==> src/rtl/uart_fifo_tx.sv <==
// uart_fifo_tx
// ------------
// 8N1 UART transmitter that drains a standard (non-FWFT) synchronous byte
// FIFO. A read is issued only when a new frame is about to start, so the
// FIFO can never underflow. tx_en gates the start of new frames but never
// truncates a frame that is already on the line.
//
// Ports:
//   clk         system clock, single clock domain
//   rst         synchronous reset, active low
//   tx_en       level-sensitive permission to start new frames (e.g. CTS)
//   fifo_empty  FIFO has no data; looked at only while idle
//   fifo_rd_en  one-cycle read strobe to the FIFO
//   fifo_dout   FIFO read data, valid the cycle after fifo_rd_en
//   uart_txd    serial line, idle high
//   busy        high from the read strobe through the last stop-bit cycle
//   byte_done   one-cycle pulse on the final clock of each stop bit
//
// All outputs come straight from flops: the next value of each output is
// derived from the next state, so no input reaches an output combinationally.

module uart_fifo_tx #(
  parameter int CLK_HZ       = 100_000_000,
  parameter int BAUD         = 115_200,
  parameter int CLKS_PER_BIT = (CLK_HZ + BAUD / 2) / BAUD
) (
  input  logic       clk,
  input  logic       rst,
  input  logic       tx_en,
  input  logic       fifo_empty,
  output logic       fifo_rd_en,
  input  logic [7:0] fifo_dout,
  output logic       uart_txd,
  output logic       busy,
  output logic       byte_done
);

  localparam int CW = (CLKS_PER_BIT > 1) ? $clog2(CLKS_PER_BIT) : 1;
  localparam logic [CW-1:0] CNT_LAST = CW'(CLKS_PER_BIT - 1);

  if (CLKS_PER_BIT < 2) begin : g_cfg_check
    $error("uart_fifo_tx: CLKS_PER_BIT must be at least 2");
  end

  typedef enum logic [2:0] {
    IDLE,
    FETCH,
    LOAD,
    START,
    DATA,
    STOP
  } state_t;

  state_t        state_reg, state_next;
  logic [CW-1:0] cnt_reg, cnt_next;
  logic [2:0]    bit_idx_reg, bit_idx_next;
  logic [7:0]    shift_reg, shift_next;
  logic          txd_reg, txd_next;
  logic          rd_en_reg, rd_en_next;
  logic          busy_reg, busy_next;
  logic          done_reg, done_next;

  logic bit_last;
  assign bit_last = (cnt_reg == CNT_LAST);

  always_ff @(posedge clk) begin
    if (!rst) begin
      state_reg   <= IDLE;
      cnt_reg     <= '0;
      bit_idx_reg <= '0;
      shift_reg   <= '0;
      txd_reg     <= 1'b1;
      rd_en_reg   <= 1'b0;
      busy_reg    <= 1'b0;
      done_reg    <= 1'b0;
    end else begin
      state_reg   <= state_next;
      cnt_reg     <= cnt_next;
      bit_idx_reg <= bit_idx_next;
      shift_reg   <= shift_next;
      txd_reg     <= txd_next;
      rd_en_reg   <= rd_en_next;
      busy_reg    <= busy_next;
      done_reg    <= done_next;
    end
  end

  always_comb begin
    state_next   = state_reg;
    cnt_next     = cnt_reg;
    bit_idx_next = bit_idx_reg;
    shift_next   = shift_reg;

    case (state_reg)
      IDLE: begin
        if (tx_en && !fifo_empty) begin
          state_next = FETCH;
        end
      end
      FETCH: begin
        state_next = LOAD;
      end
      LOAD: begin
        // fifo_dout is valid now, one cycle after the read strobe.
        shift_next   = fifo_dout;
        cnt_next     = '0;
        bit_idx_next = '0;
        state_next   = START;
      end
      START: begin
        if (bit_last) begin
          cnt_next   = '0;
          state_next = DATA;
        end else begin
          cnt_next = cnt_reg + CW'(1);
        end
      end
      DATA: begin
        if (bit_last) begin
          cnt_next     = '0;
          shift_next   = {1'b0, shift_reg[7:1]};
          bit_idx_next = bit_idx_reg + 3'd1;
          if (bit_idx_reg == 3'd7) begin
            state_next = STOP;
          end
        end else begin
          cnt_next = cnt_reg + CW'(1);
        end
      end
      STOP: begin
        if (bit_last) begin
          cnt_next   = '0;
          state_next = IDLE;
        end else begin
          cnt_next = cnt_reg + CW'(1);
        end
      end
      default: begin
        state_next = IDLE;
        cnt_next   = '0;
      end
    endcase
  end

  // Output flops are loaded with what the line must show in the next state.
  always_comb begin
    txd_next = 1'b1;
    case (state_next)
      START:   txd_next = 1'b0;
      DATA:    txd_next = shift_next[0];
      default: txd_next = 1'b1;
    endcase
    rd_en_next = (state_next == FETCH);
    busy_next  = (state_next != IDLE);
    done_next  = (state_next == STOP) && (cnt_next == CNT_LAST);
  end

  assign uart_txd   = txd_reg;
  assign fifo_rd_en = rd_en_reg;
  assign busy       = busy_reg;
  assign byte_done  = done_reg;

endmodule
==> config.mk <==
export PLATFORM = sky130hd
export DESIGN_NAME = uart_fifo_tx
export DESIGN_NICKNAME = d
export VERILOG_FILES = /design/src/rtl/uart_fifo_tx.sv
export SDC_FILE = /design/constraint.sdc
export NUM_CORES = 1
export LEC_CHECK = 0
export CAP_MARGIN = 20
export CORE_MARGIN = 4
export CORE_UTILIZATION = 51
export DETAILED_ROUTE_END_ITERATION = 10
export PLACE_DENSITY_LB_ADDON = 0.3
export RECOVER_POWER = 25
export SLEW_MARGIN = 30
export SYNTH_ARGS = -nofsm -noshare
export SYNTH_HDL_FRONTEND = slang
export SYNTH_SLANG_ARGS = --single-unit
export TNS_END_PERCENT = 20
==> constraint.sdc <==
create_clock -name clk -period 1.7 [get_ports clk]
set_input_delay 0.34 -clock clk [delete_from_list [all_inputs] [get_ports clk]]
set_output_delay 0.34 -clock clk [all_outputs]
set_load 0.1 [all_outputs]
==> results of run 1 <==
## metrics by stage
stage	utilization (%)	std cells	hold slack [ns]	setup WS, ns
2_1_floorplan	-	187	0.436	0.00509
3_3_place_gp	66.6	266	0.442	-0.116
3_5_place_dp	66.6	266	0.451	-0.140
4_1_cts	70.0	274	0.471	-0.0554
5_1_grt	72.9	283	0.493	-0.302
6_report	72.9	283	0.470	-0.252
## critical path: stages, from the launching register on
cell and delay (ns):
sky130_fd_sc_hd__dfxtp_2 0.38, sky130_fd_sc_hd__ha_4 0.16, sky130_fd_sc_hd__nand4b_1 0.22, sky130_fd_sc_hd__o32a_1 0.41
sky130_fd_sc_hd__buf_6 0.15, sky130_fd_sc_hd__a21oi_4 0.13, sky130_fd_sc_hd__o211ai_1 0.11, sky130_fd_sc_hd__nor4_2 0.30
## timing repair
| action | CTS | global route |
|---|---|---|
| pin swaps | 4 | 15 |
| resized for setup | 12 | 20 |
| buffers inserted | 4 | 10 |
| setup endpoints to repair | 15 | 18 |
## routing by layer
layer / share of wire [%] / wire length (µm) / vias to the layer above / track usage (%)
met5: 0 / 0 / - / 0
met1: 41 / 2050 / 864 / 27.6
met4: 2.3 / 116 / 0 / 8.18
li1: - / - / 794 / -
met2: 50 / 2510 / 97 / 36.1
met3: 6.2 / 310 / 16 / 2.64
## cell type report
type	instances	area (µm²)
multi-input cells	144	1050
fillers	217	827
flip-flops and latches	28	574
repair buffers	61	498
well taps	44	55.1
clock buffers	4	36.3
inverters	2	7.51
## layout by cell type, fill, tap and decap left out, types with 4 or more instances in the layout
cell type and n:
sky130_fd_sc_hd__buf_4 40, sky130_fd_sc_hd__dfxtp_1 21, sky130_fd_sc_hd__nand2_1 18, sky130_fd_sc_hd__a21oi_1 12
sky130_fd_sc_hd__nor2_1 11, sky130_fd_sc_hd__clkdlybuf4s50_1 11, sky130_fd_sc_hd__nor2b_1 7, sky130_fd_sc_hd__o21ai_0 6
sky130_fd_sc_hd__and3_1 6, sky130_fd_sc_hd__a22oi_1 6, sky130_fd_sc_hd__buf_6 6, sky130_fd_sc_hd__nor3_1 5
sky130_fd_sc_hd__dfxtp_2 5, sky130_fd_sc_hd__and2_1 4, sky130_fd_sc_hd__nand3_1 4, sky130_fd_sc_hd__clkbuf_2 4
## cell families after synthesis
group | count (synthesis)
XOR/XNOR | 4
AO/OA/AOI/OAI | 53
adder cells (fa/ha/maj) | 3
flip-flops | 28
AND/OR/NAND/NOR | 81
buffers and inverters | 15
multiplexers | 3
## worst paths after layout
path,slack [ns],depth (start not counted),from,to
worst max-delay path,-0.25,7,cnt_reg[1],byte_done
worst min-delay path,0.47,2,shift_reg[4],shift_reg[4]
worst max register to register,-0.25,7,cnt_reg[1],byte_done
worst min register to register,0.47,2,shift_reg[4],shift_reg[4]
## where the power goes
part | total (mW) | switching (mW) | internal, mW
registers | 0.702 | 0.0246 | 0.677
logic | 0.225 | 0.131 | 0.0938
clock network | 0.345 | 0.213 | 0.131
==> PnR_summary.wiki, run 1 <==
{| class="wikitable"
! Metric !! Value
|-
| Unique cell type count in the Yosys netlist || 59
|-
| Final Routed Wirelength || 4.99 mm
|-
| Vertical die dimension || 64.3 µm
|-
| Share of final-layout standard cells stronger than drive strength 1 || 34.3%
|-
| Post-placement cell area || 2030 µm²
|-
| Via count of the first global-routing pass || 1563
|-
| Max FFs per register || 10
|-
| Violations in the final reports || setup timing
|-
| Setup repair after global routing missed its margin || yes
|-
| Total clock buffers created by CTS || 3
|-
| Min-Delay Path Class || reg -> reg
|-
| DRT antenna net count || 0
|-
| Fraction of synthesis flops using an asynchronous set or reset pin || 0%
|-
| Fraction of the mapped netlist area in adder cells || 2.32%
|-
| Result of the run || complete, but fails checks
|-
| Data arrival at the endpoint of the critical path || 2.22 ns
|-
| Worst max-slew margin expressed relative to the limit || 63.8%
|-
| Via density per instance || 6.26
|-
| Dominant combinational cell family by area after synthesis || simple AND/OR/NAND/NOR gates
|-
| Library cell with the highest instance count after synthesis || sky130_fd_sc_hd__dfxtp_1
|-
| Routability congestion estimate from global placement || 0.968
|-
| Required time reported for the critical path endpoint || 1.97 ns
|-
| Power density normalized to cell area || 571 nW/µm²
|-
| Cell area after synthesis || 1620 µm²
|-
| Clk slew on worst S/H paths || 0.16 ns
|-
| Iteration-0 DRC Markers || 168
|-
| TritonCTS clock tree || yes
|-
| Pre-Repair DR Iteration Count || 5
|-
| Setup crit start kind || register
|-
| Antenna violations before repair || 0
|-
| Max-cap violation count || 0
|-
| Fraction of the yosys area taken by sequential cells || 34.6%
|-
| Fraction of the cycle the final worst path needs || 115%
|-
| CTS Hold Buffers Added || 0
|-
| Number of endpoints with negative hold slack in the final report || 0
|-
| Maximum number of pins on one net before global-route repair || 18
|-
| Setup Crit Path Kind || reg -> reg
|-
| Setup ws final || -0.252 ns
|-
| Leading area contributor after synthesis || sky130_fd_sc_hd__dfxtp_1
|-
| Transition time at the pin with the least slew margin || 0.546 ns
|-
| Post-route setup TNS || -1.07 ns
|-
| Flip-flop cell with the highest count after synthesis || sky130_fd_sc_hd__dfxtp_1
|-
| Gate Count Post-Synth || 187
|-
| Wire length of the first global-routing pass || 7.13 mm
|-
| H-tree level count || 1
|-
| Global router's overall resource usage || 21.4%
|-
| Quantity of I/O buffers inserted on ports || 15
|-
| Achievable clock frequency || 512 MHz
|-
| Number of nets in the layout || 255
|-
| Most instantiated cells after synthesis || 28 x sky130_fd_sc_hd__dfxtp_1, 18 x sky130_fd_sc_hd__nand2_1, 15 x sky130_fd_sc_hd__a21oi_1
|-
| Fin area || 2230 µm²
|-
| Final antenna diode count || 0
|-
| Biggest area contributors in the synthesized netlist || sky130_fd_sc_hd__dfxtp_1 35%, sky130_fd_sc_hd__a21oi_1 4.6%, sky130_fd_sc_hd__nand2_1 4.2%, sky130_fd_sc_hd__a22oi_1 2.8%, sky130_fd_sc_hd__nor2b_1 2.7%
|-
| Area of the die || 4140 µm²
|-
| Leakage power || 0.892 nW
|-
| Die W || 64.3 µm
|-
| Mux cell area share after synthesis || 2.01%
|-
| Complex-gate fraction of the synthesized area || 22.4%
|-
| Number of clock sinks || 28
|-
| Sum of net half-perimeters after detailed placement || 3.06 mm
|-
| Drc violations || 0
|-
| Clock root buffer master || sky130_fd_sc_hd__clkbuf_4
|-
| Number of register bits inferred by synthesis || 28
|-
| Mapped Avg Cell Area || 8.65 µm²
|-
| Rows || 20
|-
| Number of enable flip-flop cells after synthesis || 0
|-
| Final-report max-slew violation count || 0
|-
| Floorplan core area || 3050 µm²
|-
| Xor/xnor share of the synthesized area || 2.17%
|-
| Overflow after GRT || 0
|-
| Via Count || 1771
|-
| Avg WL per Cell || 17.6 µm
|-
| Yosys Warn Count || 0
|-
| Layout overhead on the synthesized area || 37.6%
|-
| Starting Density || 53.0%
|-
| Share of the synthesized area in the top cell type || 34.6%
|-
| Post-Synthesis Net Count || 202
|-
| Peak ir drop on the vdd network || 0.000408 V
|-
| I/O pin cnt || 16
|-
| Final setup skew || 0.00486 ns
|-
| Later-pin clock latency in the skew report || 0.34 ns
|-
| Number of endpoints failing setup at the final stage || 10
|-
| Area fraction in and, or, nand and nor cells after synthesis || 30.9%
|-
| Crit-path max FO || 4
|-
| Maximum clock path buffer count || 2
|-
| Final total power || 1.27 mW
|-
| Crit path capture type || register
|-
| Final worst path period need || 1.95 ns
|}
Power figures use the tool's default switching activity.
==> run 2, diff against run 1 <==
--- a/config.mk
+++ b/config.mk
@@ -7,11 +7,12 @@
 export LEC_CHECK = 0
 export CAP_MARGIN = 20
 export CORE_MARGIN = 4
-export CORE_UTILIZATION = 51
+export CORE_UTILIZATION = 56
 export DETAILED_ROUTE_END_ITERATION = 10
+export DONT_BUFFER_PORTS = 1
 export PLACE_DENSITY_LB_ADDON = 0.3
 export RECOVER_POWER = 25
-export SLEW_MARGIN = 30
+export SLEW_MARGIN = 20
 export SYNTH_ARGS = -nofsm -noshare
 export SYNTH_HDL_FRONTEND = slang
 export SYNTH_SLANG_ARGS = --single-unit
==> PnR_summary.wiki, run 2 (synthesis results as in run 1) <==
{| class="wikitable"
! Metric !! Value
|-
| Peak ir drop on the vdd network || 0.000644 V (was 0.000408 V)
|-
| Number of endpoints with negative hold slack in the final report || 0 (unchanged)
|-
| Fin area || 2080 µm² (was 2230 µm²)
|-
| Number of nets in the layout || 238 (was 255)
|-
| Setup crit start kind || register (unchanged)
|-
| Min-Delay Path Class || in -> reg (was reg -> reg)
|-
| Violations in the final reports || setup timing (unchanged)
|-
| Clk slew on worst S/H paths || 0.15 ns (was 0.16 ns)
|-
| Setup ws final || -0.102 ns (was -0.252 ns)
|-
| Setup Crit Path Kind || reg -> reg (unchanged)
|-
| Final worst path period need || 1.80 ns (was 1.95 ns)
|-
| Pre-Repair DR Iteration Count || 4 (was 5)
|-
| Post-placement cell area || 1890 µm² (was 2030 µm²)
|-
| Via Count || 1597 (was 1771)
|-
| Share of final-layout standard cells stronger than drive strength 1 || 38.3% (was 34.3%)
|-
| Number of clock sinks || 28 (unchanged)
|-
| Most common cell after layout, fill and taps aside || sky130_fd_sc_hd__buf_4 (unchanged)
|-
| Crit path capture type || register (unchanged)
|-
| Achievable clock frequency || 555 MHz (was 512 MHz)
|-
| Most frequent cells in the layout || 36 x sky130_fd_sc_hd__buf_4, 20 x sky130_fd_sc_hd__dfxtp_1, 18 x sky130_fd_sc_hd__nand2_1 (was 40 x sky130_fd_sc_hd__buf_4, 21 x sky130_fd_sc_hd__dfxtp_1, 18 x sky130_fd_sc_hd__nand2_1)
|-
| Die W || 61.8 µm (was 64.3 µm)
|-
| Overflow after GRT || 0 (unchanged)
|-
| Fraction of the cycle the final worst path needs || 106% (was 115%)
|-
| Result of the run || complete, but fails checks (unchanged)
|-
| Routability congestion estimate from global placement || 0.922 (was 0.968)
|-
| Final total power || 1.22 mW (was 1.27 mW)
|-
| Clock root buffer master || sky130_fd_sc_hd__clkbuf_4 (unchanged)
|-
| Iteration-0 DRC Markers || 82 (was 168)
|-
| Crit-path max FO || 6 (was 4)
|-
| Layout fillers || 187 (was 217)
|-
| Min Hold Slack || 0.103 ns (was 0.470 ns)
|-
| H-tree level count || 1 (unchanged)
|-
| Starting Density || 58.7% (was 53.0%)
|-
| Floorplan core area || 2760 µm² (was 3050 µm²)
|-
| Final Routed Wirelength || 4.52 mm (was 4.99 mm)
|-
| Total clock buffers created by CTS || 3 (unchanged)
|-
| Via density per instance || 6.31 (was 6.26)
|-
| Final antenna diode count || 0 (unchanged)
|-
| Final setup skew || 0.00385 ns (was 0.00486 ns)
|-
| Global router's overall resource usage || 23.2% (was 21.4%)
|-
| Area used by sequential logic in the layout || 573 µm² (was 574 µm²)
|-
| Layout overhead on the synthesized area || 28.5% (was 37.6%)
|-
| Maximum clock path buffer count || 2 (unchanged)
|-
| Required time reported for the critical path endpoint || 1.96 ns (was 1.97 ns)
|-
| Drc violations || 0 (unchanged)
|-
| Data arrival at the endpoint of the critical path || 2.06 ns (was 2.22 ns)
|-
| Power density normalized to cell area || 588 nW/µm² (was 571 nW/µm²)
|-
| Wire length of the first global-routing pass || 6.68 mm (was 7.13 mm)
|-
| Rows || 19 (was 20)
|-
| Area of the die || 3810 µm² (was 4140 µm²)
|-
| Setup repair after global routing missed its margin || yes (unchanged)
|-
| Number of standard cells in the final layout excluding fillers || 253 (was 283)
|-
| Final-report max-slew violation count || 0 (unchanged)
|-
| Max FFs per register || 10 (unchanged)
|-
| Worst max-slew margin expressed relative to the limit || 62.4% (was 63.8%)
|-
| Vertical die dimension || 61.8 µm (was 64.3 µm)
|-
| Quantity of I/O buffers inserted on ports || 0 (was 15)
|-
| Total instance count after detailed placement || 247 (was 266)
|-
| DRT antenna net count || 0 (unchanged)
|-
| Transition time at the pin with the least slew margin || 0.564 ns (was 0.546 ns)
|-
| I/O pin cnt || 16 (unchanged)
|-
| Later-pin clock latency in the skew report || 0.34 ns (about the same)
|-
| Sum of net half-perimeters after detailed placement || 3.05 mm (was 3.06 mm)
|-
| Antenna violations before repair || 0 (unchanged)
|-
| Multi-input gate area in the final layout || 1080 µm² (was 1050 µm²)
|-
| Avg WL per Cell || 17.9 µm (was 17.6 µm)
|-
| Via count of the first global-routing pass || 1460 (was 1563)
|-
| TritonCTS clock tree || yes (unchanged)
|-
| Max-cap violation count || 0 (unchanged)
|-
| Leakage power || 0.824 nW (was 0.892 nW)
|-
| Number of endpoints failing setup at the final stage || 10 (unchanged)
|-
| Maximum number of pins on one net before global-route repair || 18 (unchanged)
|}
==> run 2: worst max-delay path, cell delays in order (launching register included) <==
cell and delay (ns):
sky130_fd_sc_hd__dfxtp_2 0.39, sky130_fd_sc_hd__ha_4 0.15, sky130_fd_sc_hd__nand4b_1 0.21, sky130_fd_sc_hd__o32a_1 0.46
sky130_fd_sc_hd__a21oi_2 0.21, sky130_fd_sc_hd__o211ai_1 0.14, sky130_fd_sc_hd__nor4_2 0.18
==> run 2: repair_timing <==
item,in CTS,in global routing
setup buffers,1,1
resized for setup,21,17
hold buffers,0,0
pin swaps,8,6
endpoints found under the setup margin,7,18
==> run 2: report_power, final <==
part,leakage (nW),internal [mW],switching [mW]
Sequential,0.231,0.677,0.0222
Clock,0.0210,0.131,0.206
Combinational,0.572,0.0681,0.118
==> run 2: worst paths after layout <==
check / from / to / slack, ns / cells past startpoint
worst min register to register: shift_reg[4] / shift_reg[4] / 0.47 / 2
worst max-delay path: cnt_reg[0] / byte_done / -0.10 / 6
worst min-delay path: rst / cnt_reg[8] / 0.10 / 1
worst max register to register: cnt_reg[0] / byte_done / -0.10 / 6
==> run 2: through the flow <==
stage	worst slack (ns)	util, %	TNS [ns]
final	-0.102	75.4	-0.662
after global routing	-0.183	75.4	-1.55
after floorplan	0.00509	-	0
after detailed placement	-0.186	68.6	-0.306
after CTS	-0.0397	73.4	-0.0825
after global placement	-0.0396	68.6	-0.0396
==> run 2: layer usage <==
| metal | global-route usage, % | share of wire [%] |
|---|---|---|
| met5 | 0 | 0 |
| met4 | 4.55 | 1.5 |
| met3 | 4.34 | 4.7 |
| met2 | 42.0 | 52 |
| met1 | 28.8 | 42 |
==> run 2: cell type report <==
| cell class | count | share of cell area, % |
|---|---|---|
| inverter | 2 | 0.361 |
| tap | 31 | 1.87 |
| timing repair buffer | 44 | 16.5 |
| clock buffer | 4 | 1.74 |
| sequential | 28 | 27.6 |
| multi-input combinational | 144 | 51.9 |
